===== config.mk =====
export PLATFORM = sky130hd
export DESIGN_NAME = router_pkt_tx
export DESIGN_NICKNAME = d
export VERILOG_FILES = /design/src/rtl/router_pkg.sv /design/src/rtl/router_tx_buf.sv /design/src/rtl/router_pkt_tx.sv
export SDC_FILE = /design/constraint.sdc
export NUM_CORES = 1
export LEC_CHECK = 0
export ABC_CLOCK_PERIOD_IN_PS = 6240
export CAP_MARGIN = 10
export CORE_MARGIN = 2
export CORE_UTILIZATION = 55
export DETAILED_ROUTE_END_ITERATION = 10
export PLACE_DENSITY_LB_ADDON = 0.2
export SLEW_MARGIN = 20
export SYNTH_ARGS = -nofsm -noshare
export SYNTH_HDL_FRONTEND = slang
export SYNTH_SLANG_ARGS = --single-unit
export TNS_END_PERCENT = 10

===== constraint.sdc =====
create_clock -name clk -period 6.24 [get_ports clk]
set_input_delay 1.56 -clock clk [delete_from_list [all_inputs] [get_ports clk]]
set_output_delay 1.56 -clock clk [all_outputs]
set_load 0.01 [all_outputs]

===== src/rtl/router_pkg.sv =====
// Shared definitions for the 1x3 router and its packet source: transmit
// states, header field layout and legality checks for address and length.
package router_pkg;

  typedef enum logic [2:0] {
    S_IDLE,
    S_LOAD,
    S_HEADER,
    S_PAYLOAD,
    S_PARITY,
    S_GAP
  } tx_state_e;

  localparam int ADDR_LSB  = 0;
  localparam int LEN_LSB   = 2;
  localparam int MAX_LEN   = 63;
  localparam int NUM_PORTS = 3;

  function automatic logic addr_legal(input int addr);
    return (addr >= 0) && (addr < NUM_PORTS);
  endfunction

  function automatic logic len_legal(input int len);
    return (len >= 1) && (len <= MAX_LEN);
  endfunction

endpackage


===== src/rtl/router_tx_buf.sv =====
// Payload store for the packet source: one write port, combinational read.
module router_tx_buf #(
  parameter int DATA_WIDTH = 8,
  parameter int ADDR_WIDTH = 6
) (
  input  logic                  clk,
  input  logic                  we,
  input  logic [ADDR_WIDTH-1:0] waddr,
  input  logic [DATA_WIDTH-1:0] wdata,
  input  logic [ADDR_WIDTH-1:0] raddr,
  output logic [DATA_WIDTH-1:0] rdata
);

  localparam int DEPTH = 1 << ADDR_WIDTH;

  logic [DATA_WIDTH-1:0] mem_q [DEPTH];

  // Contents are deliberately not reset; every byte read was written this packet.
  always_ff @(posedge clk) begin
    if (we) begin
      mem_q[waddr] <= wdata;
    end
  end

  assign rdata = mem_q[raddr];

endmodule


===== src/rtl/router_pkt_tx.sv =====
// Router packet source: buffers a payload, then sends header, payload and
// parity back-to-back, holding each word while the router asserts busy.
module router_pkt_tx
  import router_pkg::*;
#(
  parameter int DATA_WIDTH = 8,
  parameter int LEN_WIDTH  = 6
) (
  input  logic                  clk,
  input  logic                  reset,
  input  logic                  start,
  input  logic [1:0]            dest_addr,
  input  logic [LEN_WIDTH-1:0]  pay_len,
  input  logic [DATA_WIDTH-1:0] pay_data,
  input  logic                  pay_valid,
  output logic                  pay_ready,
  input  logic                  busy,
  output logic [DATA_WIDTH-1:0] data_in,
  output logic                  packet_valid,
  output logic                  idle,
  output logic                  done,
  output logic                  err
);

  tx_state_e             state_q, state_d;
  logic [1:0]            addr_q, addr_d;
  logic [LEN_WIDTH-1:0]  len_q, len_d;
  logic [LEN_WIDTH-1:0]  wr_ptr_q, wr_ptr_d;
  logic [LEN_WIDTH-1:0]  rd_ptr_q, rd_ptr_d;
  logic [DATA_WIDTH-1:0] parity_q, parity_d;
  logic [DATA_WIDTH-1:0] data_in_q, data_in_d;
  logic                  packet_valid_q, packet_valid_d;
  logic                  pay_ready_q, pay_ready_d;
  logic                  idle_q, idle_d;
  logic                  done_q, done_d;
  logic                  err_q, err_d;

  logic [DATA_WIDTH-1:0] rd_data;
  logic                  buf_we;
  logic                  start_legal;
  logic                  last_load;
  logic                  consume;

  function automatic logic [DATA_WIDTH-1:0] make_header(input logic [1:0] a,
                                                        input logic [LEN_WIDTH-1:0] l);
    logic [DATA_WIDTH-1:0] h;
    h = '0;
    h[ADDR_LSB +: 2]       = a;
    h[LEN_LSB +: LEN_WIDTH] = l;
    return h;
  endfunction

  assign buf_we      = (state_q == S_LOAD) && pay_valid;
  assign start_legal = addr_legal(int'(dest_addr)) && len_legal(int'(pay_len));
  assign last_load   = (wr_ptr_q == len_q - LEN_WIDTH'(1));
  assign consume     = !busy;

  router_tx_buf #(
    .DATA_WIDTH(DATA_WIDTH),
    .ADDR_WIDTH(LEN_WIDTH)
  ) u_buf (
    .clk  (clk),
    .we   (buf_we),
    .waddr(wr_ptr_q),
    .wdata(pay_data),
    .raddr(rd_ptr_q),
    .rdata(rd_data)
  );

  // rd_ptr always points at the next byte to put on the bus, so it equals
  // len_q while the last payload byte is being offered.
  always_comb begin
    state_d        = state_q;
    addr_d         = addr_q;
    len_d          = len_q;
    wr_ptr_d       = wr_ptr_q;
    rd_ptr_d       = rd_ptr_q;
    parity_d       = parity_q;
    data_in_d      = data_in_q;
    packet_valid_d = packet_valid_q;
    pay_ready_d    = pay_ready_q;
    idle_d         = idle_q;
    done_d         = 1'b0;
    err_d          = 1'b0;

    case (state_q)
      S_IDLE: begin
        if (start) begin
          if (start_legal) begin
            addr_d      = dest_addr;
            len_d       = pay_len;
            wr_ptr_d    = '0;
            rd_ptr_d    = '0;
            parity_d    = make_header(dest_addr, pay_len);
            pay_ready_d = 1'b1;
            idle_d      = 1'b0;
            state_d     = S_LOAD;
          end else begin
            err_d = 1'b1;
          end
        end
      end
      S_LOAD: begin
        if (pay_valid) begin
          wr_ptr_d = wr_ptr_q + LEN_WIDTH'(1);
          parity_d = parity_q ^ pay_data;
          if (last_load) begin
            data_in_d      = make_header(addr_q, len_q);
            packet_valid_d = 1'b1;
            pay_ready_d    = 1'b0;
            state_d        = S_HEADER;
          end
        end
      end
      S_HEADER: begin
        if (consume) begin
          data_in_d = rd_data;
          rd_ptr_d  = rd_ptr_q + LEN_WIDTH'(1);
          state_d   = S_PAYLOAD;
        end
      end
      S_PAYLOAD: begin
        if (consume) begin
          if (rd_ptr_q == len_q) begin
            data_in_d      = parity_q;
            packet_valid_d = 1'b0;
            state_d        = S_PARITY;
          end else begin
            data_in_d = rd_data;
            rd_ptr_d  = rd_ptr_q + LEN_WIDTH'(1);
          end
        end
      end
      S_PARITY: begin
        if (consume) begin
          data_in_d = '0;
          done_d    = 1'b1;
          state_d   = S_GAP;
        end
      end
      S_GAP: begin
        idle_d  = 1'b1;
        state_d = S_IDLE;
      end
      default: begin
        state_d = S_IDLE;
      end
    endcase
  end

  always_ff @(posedge clk) begin
    if (reset) begin
      state_q        <= S_IDLE;
      addr_q         <= '0;
      len_q          <= '0;
      wr_ptr_q       <= '0;
      rd_ptr_q       <= '0;
      parity_q       <= '0;
      data_in_q      <= '0;
      packet_valid_q <= 1'b0;
      pay_ready_q    <= 1'b0;
      idle_q         <= 1'b1;
      done_q         <= 1'b0;
      err_q          <= 1'b0;
    end else begin
      state_q        <= state_d;
      addr_q         <= addr_d;
      len_q          <= len_d;
      wr_ptr_q       <= wr_ptr_d;
      rd_ptr_q       <= rd_ptr_d;
      parity_q       <= parity_d;
      data_in_q      <= data_in_d;
      packet_valid_q <= packet_valid_d;
      pay_ready_q    <= pay_ready_d;
      idle_q         <= idle_d;
      done_q         <= done_d;
      err_q          <= err_d;
    end
  end

  assign data_in      = data_in_q;
  assign packet_valid = packet_valid_q;
  assign pay_ready    = pay_ready_q;
  assign idle         = idle_q;
  assign done         = done_q;
  assign err          = err_q;

endmodule


# After elaboration in Yosys (flattened, before gate mapping)
# Memories as Yosys holds them, arrays and structs flattened. A register that Yosys moved wholly into a read port is not among the register bits.
# Index checks and enable logic that the tools add are counted.
[totals] output_inout_bits=13 memories=1 ff_bits=44 ram_bits=512 in_bits=21 wordCells=103
[op_classes] n_addsub=3 n_mux=47 n_lt_le_gt_ge=2 reduce_logical=18 eq_ne=16 bitwise=4
[memory_table] memory="u_buf.mem_q" depth=64 word_bits=8 read_ports=1 rd_ports_with_merged_regs=1 wr=1 line="router_tx_buf.sv:16" rtl="logic [DATA_WIDTH-1:0] mem_q [DEPTH];"
[ops] operator="$mux W8" count=9
[ops] operator="$mux W6" count=8
[ops] operator="$pmux W8 S4" count=1
[ops] operator="$mux W3" count=8
[ops] operator="$ne A2 B2 Y1 const B" count=9
[ops] operator="$pmux W6 S3" count=1
[ops] operator="$pmux W8 S2" count=1
[ops] operator="$pmux W3 S5" count=1
[ops] operator="$mux W1" count=14
[ops] operator="$add A6 B1 Y6 const B" count=2
[ops] operator="$eq A6 B6 Y1" count=2
[ops] operator="$pmux W6 S2" count=1
[ops] operator="$reduce_and A6 Y1" count=2
[ops] operator="$reduce_and A5 Y1" count=2
[ops] operator="$reduce_and A8 Y1" count=1
[ops] operator="$xor A8 B8 Y8" count=1
[ops] operator="$eq A3 B2 Y1 const B" count=2
[ops] operator="$eq A3 B3 Y1 const B" count=2
[ops] operator="$ge A6 B1 Y1 const B" count=1
[ops] operator="$pmux W1 S2" count=3
[ops] operator="$reduce_and A3 Y1" count=2
[ops] operator="$reduce_bool A2 Y1" count=3
[ops] operator="$sub A6 B1 Y6 const B" count=1
[ops] operator="$reduce_and A4 Y1" count=1
[ops] operator="9 further kinds" count=12

# Depth between registers and ports, before layout
# Gate-level depths: netlist of the first run.
[depth] ltp_word=7 ltp_mapped=10 mapped_depth_nobuf=8

# Cells and area by module
# A second synthesis of the first run with hierarchy kept.
[hier_totals] hier_cells=1258 hier_area_um2=22651.7
[by_module_without_submodules] mod="router_tx_buf" area_each_um2=20006.7 seq_area_each_um2=15374.7 cells_each=932 instances=1
[by_module_without_submodules] mod="router_pkt_tx" area_each_um2=2645.0 seq_area_each_um2=880.8 cells_each=326 instances=1

# Least setup slack after synthesis of the first run
# OpenSTA, ideal clock, no wires.
[synth_path] kind="input port to flip-flop" from="in pay_valid" to="mem u_buf.mem_q[62][0], enable pin" slack_ps=3172 t_arrival_ps=2697 path_stages=5 t_required_ps=5870 setup_time_ps=370 path_buffers=0 cell_sequence="and2_1 > nand2_1 > nor2_1 > nand3_1 > nor2_1"
[synth_via] elab_chain_len=3
[synth_rtl] element="start, declared" line="router_pkt_tx.sv:15" rtl="input logic pay_valid,"
[synth_rtl] element="$logic_and A1 B1 Y1" line="router_pkt_tx.sv:53" rtl="assign buf_we = (state_q == S_LOAD) && pay_valid;"
[synth_rtl] element="$mux W1" line="router_tx_buf.sv:20" rtl="if (we) begin"
[synth_rtl] element="$mux W1 (not written as such)" line="router_tx_buf.sv:21" rtl="mem_q[waddr] <= wdata;"
[synth_rtl] element="end, declared" line="router_tx_buf.sv:16"
# Every way passes these cells.

# Final worst setup path of the first run
[layout_path] from="in pay_valid" to="mem u_buf.mem_q[22][3], enable pin"
# The elaborated chain is that of the path after synthesis.

==> results_dict.tcl, run 1 <==
set metrics [dict create \
    timing.critical_path.mode_cell "nor2_1" \
    wirelength_per_cell_microns 27.32 \
    route.vias.total 11366 \
    tritoncts_clock_tree "built" \
    final_nets 1240 \
    yosysWarningCount 0 \
    power_per_cell_area_mw_per_mm2 314.4 \
    report.final.slew_viol_count 0 \
    mappedNetlistNets 1202 \
    n_antenna_cell 0 \
    design.portCount 34 \
    totalWireLength_microns 48790 \
    area.growth.synth_to_final_pct 10.96 \
    die_area_sq_mm 0.04200 \
    timing.hold.worst.start "pay_ready" \
    worstHoldPathCells 2 \
    core_area_sq_mm 0.03982 \
    initial_utilization_pct 55.77 \
    drt_pre_antenna_iters 5 \
    clock_tree.root_cell "clkbuf_16" \
    cts.repair.resized 0 \
    edff_count_synth 512 \
    cts_buffers 55 \
    cts-root-to-sink-buffers 3 \
    routabilityCongestion 0.8613 \
    worstPathMaxFanout 8 \
    most-common-layout-cells "edfxtp_1 (512), mux4_2 (136), nor2_1 (106), clkbuf_16 (56), dfxtp_1 (47)" \
    hpwl_microns 30400 \
    worst-slew-pin-transition_ps 1011 \
    cp_data_required_time_ps 6470 \
    worst_path_max_delay_cell "nor2_1" \
    startpoint_of_the_worst_register_to_register_path "state_q[0]" \
    post-route-drc-count 0 \
    critPathMaxStageDelay_ps 810 \
    via_count_of_the_first_global_routing_pass 11427 \
    cts.clk_slew.worst_paths_ps 60 \
    clock_insertion_delay_worst_skew_ps 600 \
    period_minus_slack_ps 3943 \
    postLayoutCoreUtil_pct 61.88 \
    postCtsSetupBuffers 0 \
    whs_endpoint "pay_ready" \
    status "finished clean" \
    buffer_ports.inserted 33 \
    postSynthRegisterBits 562 \
    placed_cell_area_sq_mm 0.02296 \
    worst_r2r_endpoint "u_buf.mem_q[19][3]" \
    grt_setup_unrepaired "false" \
    area_share_of_the_largest_cell_type_after_synthesis_pct 69.23 \
    grtUsageTotal_pct 24.07 \
    cap_viol_max_count 0 \
    final_min_period_over_clock_period_pct 63.19 \
    synth_sequential_area_ratio_pct 73.74 \
    routed_via_density 6.364 \
    timing.clock.skew_ps 16.06 \
    netlist_area_sq_mm 0.02221 \
    layout.cells.most_common "edfxtp_1" \
    slew_headroom_pct 32.58 \
    setup.worst_path.end_class "flop" \
    grt_overflow 0 \
    p_leak_nw 7.417 \
    totalNegativeSetupSlack_ps 0 \
    cts-hold-fix-buffers 0 \
    reg2reg_depth 4 \
    detailedPlace.worstSlack_ps 1747 \
    timing_hold_violations_final 0 \
    cp-start-kind "input port" \
    timing.critical_path.arrival_ps 4170 \
    cts.sinks 562 \
    max-vdd-ir-drop_uv 199.3 \
    synth_cell_type_count 53 \
    syn_inst 1178 \
    antenna_found_initial 2 \
    hp_class "flop to flop" \
    grt_pass1_wl_microns 73080 \
    yosys.area.top_type "edfxtp_1" \
    fp-row-count 73 \
    die_width_microns 204.9 \
    final.setup.worst_slack_ps 2297 \
    setup.reg_to_reg.worst_slack_ps 2530 \
    async_reset_ff_share_pct 0 \
    htreeDepth 2 \
    dieHeight_microns 204.9 \
    pin_count_of_the_biggest_net_entering_global_routing 67 \
    final_design_area_no_fill_sq_mm 0.02464 \
    max_freq_mhz 253.6 \
    worstSetupPathType "input port to flop" \
    post_synth.cell_area_avg_sq_um 18.85 \
    setup_violations 0 \
    drt_first_iter_violations 1170 \
    postSynth.topFlopCell "edfxtp_1" \
    route.antenna.remaining_nets 0 \
    final_layout_size_suffix_gt1_share_pct 19.51 \
    critical_path.cell_chain "clkdlybuf4s50_1 > and2_1 > nand2_1 > nor2_1 > nand3_1 > nor2_1" \
    synthTopCellsByArea "edfxtp_1 (69%), mux4_2 (14%), dfxtp_1 (4.5%)" \
]
how the worst max path moves through the flow:
stage	slack, ps	end	from	cells after the start
2_1_floorplan	3170	u_buf.mem_q[62][0]	pay_valid	5
3_3_place_gp	1780	u_buf.mem_q[22][1]	pay_valid	6
3_5_place_dp	1750	u_buf.mem_q[22][3]	pay_valid	6
4_1_cts	2390	u_buf.mem_q[22][3]	pay_valid	6
5_1_grt	2220	u_buf.mem_q[22][3]	pay_valid	6
6_report	2300	u_buf.mem_q[22][3]	pay_valid	6
stage by stage:
step | total power, mW | hold slack (ps) | std cells
final | 7.748 | 475.7 | 1786
after global placement | 4.725 | 446.5 | 1684
after floorplan | 4.573 | 463.8 | 1178
after detailed placement | 4.731 | 463.6 | 1684
after CTS | 7.792 | 469.3 | 1786
after global routing | 7.972 | 498.0 | 1786
flip-flops by register name (all words and copies together), names as in the netlist, named ones only:
register / cells
addr_q: 2
data_in: 8
done: 1
err: 1
idle: 1
len_q: 6
packet_valid: 1
parity_q: 8
pay_ready: 1
rd_ptr_q: 6
state_q: 3
u_buf.mem_q: 512
wr_ptr_q: 6
layout make-up:
cell class,instances,area (sq um)
clock inverter,35,236.5
sequential,562,16380
multi-input combinational,539,5456
tap,525,656.9
fill,2807,15180
clock buffer,67,1443
inverter,7,26.28
timing repair buffer,51,437.9
worst max-delay path, delay by kind of cell:
kind	cells	cell delay, ps
simple gates	5	2090
buf+inv	1	510
cells in the mapped netlist, drive strengths merged (8+ instances only):
cell,number
nor4,11
nand3,15
a32o,17
mux2i,8
mux4,136
clkbuf,35
xor2,8
o21ai,14
nor3b,9
edfxtp,512
o22ai,44
nor2b,10
nor2,106
a21oi,19
dfxtp,50
buf,35
o211ai,16
nand2,30
nor3,13
xnor2,14
per-layer routing:
| metal | vias up | global-route usage [%] | part of all wire [%] | routed length [microns] |
|---|---|---|---|---|
| li1 | 4910 | - | - | - |
| met1 | 5938 | 34.25 | 43 | 20860 |
| met2 | 434 | 37.55 | 47 | 22970 |
| met3 | 82 | 5.250 | 7.1 | 3482 |
| met4 | 2 | 8.016 | 3.0 | 1457 |
| met5 | - | 0 | 0.037 | 18 |
logic make-up after synthesis:
family	after synthesis	synth area share [%]
multiplexers	144	14.15
XOR/XNOR	22	0.8677
AND/OR/NAND/NOR	235	5.178
flip-flops	562	73.74
AO/OA/AOI/OAI	135	4.203
buffers and inverters	77	1.690
adder cells (fa/ha/maj)	3	0.1690
power by group:
| part | switching [mW] | total (mW) | internal, mW |
|---|---|---|---|
| combinational | 0.274 | 0.485 | 0.211 |
| clock | 1.38 | 3.10 | 1.72 |
| sequential | 0.0334 | 4.16 | 4.13 |
| total | 1.68 | 7.75 | 6.06 |
Note: power is estimated with default switching activity, not from simulation.
==> run 2, diff against run 1 <==
- ABC_CLOCK_PERIOD_IN_PS: 6240 -> 3450
- clock period: 6.24 -> 3.45 ns (I/O delays scaled with it)
==> run 2 against run 1 <==
Against the previous run:
- critical path depth unchanged
- core utilization increased by 2.4 points
- power increased by 85%
- clock-buffer cell count increased by 13
- critical path type is now flop to flop
- largest power group unchanged
==> results_dict.tcl, run 2 (synthesized netlist as in run 1, its figures left out) <==
set metrics [dict create \
    initial_utilization_pct 55.77 \
    drt_first_iter_violations 1276 \
    net-switching-power_mw 3.040 \
    share_comb_of_total_power_pct 6.6 \
    timing.critical_path.arrival_ps 3230 \
    tritoncts_clock_tree "built" \
    grtUsageTotal_pct 25.33 \
    timing_hold_violations_final 0 \
    dieHeight_microns 204.9 \
    dp_cells 1789 \
    final_nets 1346 \
    timing.hold.worst.start "pay_ready" \
    critPathMaxStageDelay_ps 960 \
    setup.reg_to_reg.worst_slack_ps 650 \
    htreeDepth 2 \
    post-route-drc-count 0 \
    cts.clk_slew.worst_paths_ps 60 \
    design.portCount 34 \
    hp_class "flop to flop" \
    timing.clock.skew_ps 11.38 \
    power_share_of_the_sequential_group_pct 52.4 \
    area.growth.synth_to_final_pct 15.34 \
    layout.cells.most_common "edfxtp_1" \
    n_antenna_cell 0 \
    routed_via_density 6.278 \
    pin_count_of_the_biggest_net_entering_global_routing 64 \
    routedLengthMet1_microns 21380 \
    die_area_sq_mm 0.04200 \
    max_freq_mhz 357.5 \
    fp-row-count 73 \
    worstPathMaxFanout 19 \
    dr.max_layer_used "met5" \
    worst_r2r_endpoint "data_in[0]" \
    setup.worst_path.end_class "flop" \
    crit_cells 6 \
    reg2reg_depth 6 \
    routabilityCongestion 0.8915 \
    cts-hold-fix-buffers 0 \
    final_min_period_over_clock_period_pct 81.08 \
    cts_buffers 56 \
    intPower_mw 11.33 \
    slew_headroom_pct 34.40 \
    netSwitchingFraction_pct 21.16 \
    worst_setup_path_endpoint "data_in[0]" \
    power_per_cell_area_mw_per_mm2 561.0 \
    status "finished clean" \
    setup_violations 0 \
    cp_data_required_time_ps 3890 \
    max_reg_flops 512 \
    worstSetupPathType "flop to flop" \
    wirelength_per_cell_microns 27.10 \
    hpwl_microns 33230 \
    route.met3.wl_microns 3830 \
    die_width_microns 204.9 \
    totalWireLength_microns 51330 \
    power_frac_clock_pct 41.0 \
    report.final.slew_viol_count 0 \
    core_area_sq_mm 0.03982 \
    critical_path.cell_chain "nand3_1 > or2_2 > o22ai_1 > nor3_1 > o211ai_1 > o311ai_1" \
    cts.repair.resized 0 \
    max-vdd-ir-drop_uv 363.4 \
    most-common-layout-cells "edfxtp_1 (512), mux4_2 (136), buf_4 (116), nor2_1 (106), clkbuf_16 (58)" \
    route.vias.total 11890 \
    antenna_found_initial 2 \
    clock_tree.root_cell "clkbuf_16" \
    drt_pre_antenna_iters 5 \
    worst-slew-pin-transition_ps 982.7 \
    register_with_the_highest_flop_count "u_buf.mem_q" \
    grt_overflow 0 \
    layout.filler_cells 2774 \
    cap_viol_max_count 0 \
    final_layout_size_suffix_gt1_share_pct 25.93 \
    cts-root-to-sink-buffers 3 \
    period_minus_slack_ps 2797 \
    layout.cells.non_filler 1894 \
    p_leak_nw 8.061 \
    totalNegativeSetupSlack_ps 0 \
    cts.sinks 562 \
    via_count_of_the_first_global_routing_pass 11842 \
    cp-start-kind "flop" \
    routed-wl-met2_microns 24590 \
    route.antenna.remaining_nets 0 \
    grt_setup_unrepaired "false" \
    postCtsSetupBuffers 0 \
    clock_insertion_delay_worst_skew_ps 590 \
    grt_pass1_wl_microns 76370 \
    worst_path_dominant_cell_family "flip-flops" \
    cp.buffers_inverters 0 \
    worst_path_max_delay_cell "dfxtp_1" \
    buffer_ports.inserted 33 \
]
run 2: changes by cell type in the layout (fill, tap and decap cells not counted), moves of 4 or more:
cell,change
clkinvlp_4,-5
clkinv_2,+4
buf_12,+6
clkbuf_1,+9
clkinv_1,-10
buf_4,+99
run 2: layout make-up:
class	instances	area (sq um)	area share, %
inverters	7	26.28	0.1026
flip-flops and latches	562	16380	63.97
clock inverters	25	235.2	0.9183
repair buffers	156	1301	5.080
multi-input cells	539	5456	21.30
clock buffers	80	1554	6.067
well taps	525	656.9	2.564
run 2: stage by stage:
step	power (mW)	setup slack [ps]	cell area [sq um]	hold WS (ps)	utilization [%]
finish	14.37	652.9	25610	458.3	64.32
floorplan	8.271	1080	22210	463.8	-
detailed placement	8.628	298.7	23830	453.1	59.83
CTS	14.47	610.1	25610	460.6	64.32
global route	14.81	514.9	25610	489.7	64.32
global placement	8.616	381.6	23830	451.9	59.83
run 2: worst register-to-register path, delay by kind of cell (launching register included):
family	cells	cell delay [ps]
compound gates	3	850
flops	1	960
simple gates	3	850
run 2: power by group through the flow:
stage                     logic, mW  registers, mW  clock network [mW]
final                         0.945           7.53                5.89
after global routing           1.02           7.54                6.26
after CTS                     0.954           7.53                5.99
after detailed placement      0.950           7.68                   0
after global placement        0.939           7.68                   0
after floorplan               0.635           7.64                   0
run 2: how the worst min path moves through the flow:
stage                            to  slack, ps  depth (start not counted)
after floorplan           addr_q[1]        460                          2
after global placement    pay_ready        450                          2
after detailed placement  pay_ready        450                          2
after CTS                 pay_ready        460                          2
after global routing      pay_ready        490                          2
final                     pay_ready        460                          2
run 2: layer usage:
layer,track usage [%],vias to the layer above
met5,0,-
met4,8.068,2
met3,5.504,80
met2,39.43,466
met1,36.27,6229
li1,-,5113
==> run 3, diff against run 2 <==
- ABC_CLOCK_PERIOD_IN_PS: 3450 -> 2840
- clock period: 3.45 -> 2.84 ns (I/O delays scaled with it)
==> run 3 against run 2 <==
Against the previous run:
- clock skew rose by 18 ps
- power rose by 22%
- design area rose by 1.3%
- core utilization rose by 0.84 points
- combinational power rose by 30%
- routed wire length rose by 2.2%
- worst hold slack improved by 8.3 ps
- critical path depth rose by 1
- final cell count rose by 1.5%
- register-to-register slack got worse by 430 ps
- largest power group unchanged
- non-clock buffer count rose by 32
==> results_dict.tcl, run 3 (synthesized netlist as in run 1, its figures left out) <==
set metrics [dict create \
    cp_data_required_time_ps 3290 \
    routabilityCongestion 0.9099 \
    hp_class "flop to flop" \
    clock_tree.root_cell "clkbuf_16" \
    final_layout_size_suffix_gt1_share_pct 28.04 \
    cts-hold-fix-buffers 0 \
    grt_overflow 0 \
    hold-worst-slack_ps 466.7 \
    wirelength_per_cell_microns 27.27 \
    n_antenna_cell 0 \
    tritoncts_clock_tree "built" \
    htreeDepth 2 \
    worstPathMaxFanout 29 \
    cp-start-kind "flop" \
    die_area_sq_mm 0.04200 \
    cts_buffers 56 \
    cts.clk_slew.worst_paths_ps 60 \
    postLayoutCoreUtil_pct 65.16 \
    drt_first_iter_violations 1473 \
    report.final.slew_viol_count 0 \
    p_leak_nw 8.264 \
    grt_setup_unrepaired "false" \
    max-vdd-ir-drop_uv 505.5 \
    core_area_sq_mm 0.03982 \
    layout.filler_cells 2713 \
    worstSetupPathType "flop to flop" \
    fp-row-count 73 \
    post-route-drc-count 0 \
    design.portCount 34 \
    slew_headroom_pct 40.82 \
    register_with_the_highest_flop_count "u_buf.mem_q" \
    timing.critical_path.arrival_ps 3060 \
    most-common-layout-cells "edfxtp_1 (512), buf_4 (141), mux4_2 (136), nor2_1 (106), clkbuf_16 (57)" \
    initial_utilization_pct 55.77 \
    timing_hold_violations_final 0 \
    clock_insertion_delay_worst_skew_ps 610 \
    status "finished clean" \
    pin_count_of_the_biggest_net_entering_global_routing 50 \
    final_nets 1378 \
    power_per_cell_area_mw_per_mm2 677.4 \
    area.growth.synth_to_final_pct 16.85 \
    route.vias.total 12144 \
    cts.sinks 562 \
    layout.cells.most_common "edfxtp_1" \
    worst-slew-pin-transition_ps 884.5 \
    hpwl_microns 34240 \
    max_reg_flops 512 \
    postCtsSetupBuffers 0 \
    setup.worst_path.end_class "flop" \
    routed_via_density 6.315 \
    cap_viol_max_count 0 \
    dieHeight_microns 204.9 \
    buffer_ports.inserted 33 \
    die_width_microns 204.9 \
    timing.clock.skew_ps 29.50 \
    drt_pre_antenna_iters 5 \
    route.antenna.remaining_nets 0 \
    grt_pass1_wl_microns 77940 \
    antenna_found_initial 2 \
    via_count_of_the_first_global_routing_pass 12122 \
    final_min_period_over_clock_period_pct 91.98 \
    setup_violations 0 \
    cts.repair.resized 0 \
    cts-root-to-sink-buffers 3 \
    totalWireLength_microns 52450 \
    period_minus_slack_ps 2612 \
    grtUsageTotal_pct 25.85 \
    max_freq_mhz 382.8 \
]
run 3: cell count changes in the layout (fill, tap and decap cells not counted), moves of 2 or more:
cell      previous run  this run
buf_12               7        14
clkbuf_1            20        12
clkinv_2             9        11
buf_4              116       141
inv_6                0         2
run 3: metal layers:
layer	vias to the layer above	global-route usage [%]	part of all wire, %
li1	5206	-	-
met1	6273	36.84	41
met2	569	41.41	48
met3	94	4.502	7.9
met4	2	7.914	2.7
met5	-	0	0.021
run 3: path summary, 6_finish.rpt:
kind / startpoint / endpoint / cells after the start / slack, ps
max: flop / data_in[6] / 7 / 230
min: pay_ready / pay_ready / 2 / 470
max reg2reg: flop / data_in[6] / 7 / 230
min reg2reg: pay_ready / pay_ready / 2 / 470
run 3: power by group:
| group | internal (mW) | switching [mW] |
|---|---|---|
| sequential | 9.07 | 0.0721 |
| combinational | 0.572 | 0.655 |
| clock | 4.18 | 3.03 |
| total | 13.8 | 3.75 |
run 3: cell type report:
type,count,area (sq um),area share (%)
clock buffers,71,1499,5.776
clock inverters,31,297.8,1.148
inverters,7,26.28,0.1013
multi-input cells,539,5456,21.03
flip-flops and latches,562,16380,63.14
well taps,525,656.9,2.531
repair buffers,188,1629,6.278
run 3: stage by stage:
stage	instance area (sq um)	setup slack [ps]	power, mW	cells	setup TNS [ps]
floorplan	22210	543.1	10.05	1178	0
global placement	24150	19.64	10.53	1821	0
detailed placement	24150	-11.28	10.55	1821	-126.0
CTS	25950	202.7	17.68	1923	0
global route	25950	105.7	18.11	1923	0
finish	25950	227.7	17.58	1923	0
run 3: worst max-delay path, cell delays in order (launching register included):
cell and delay, ps:
dfxtp_4 520, buf_12 300, buf_12 210, mux4_2 520
o22ai_1 370, nor4_1 110, o211ai_1 210, o311ai_1 160
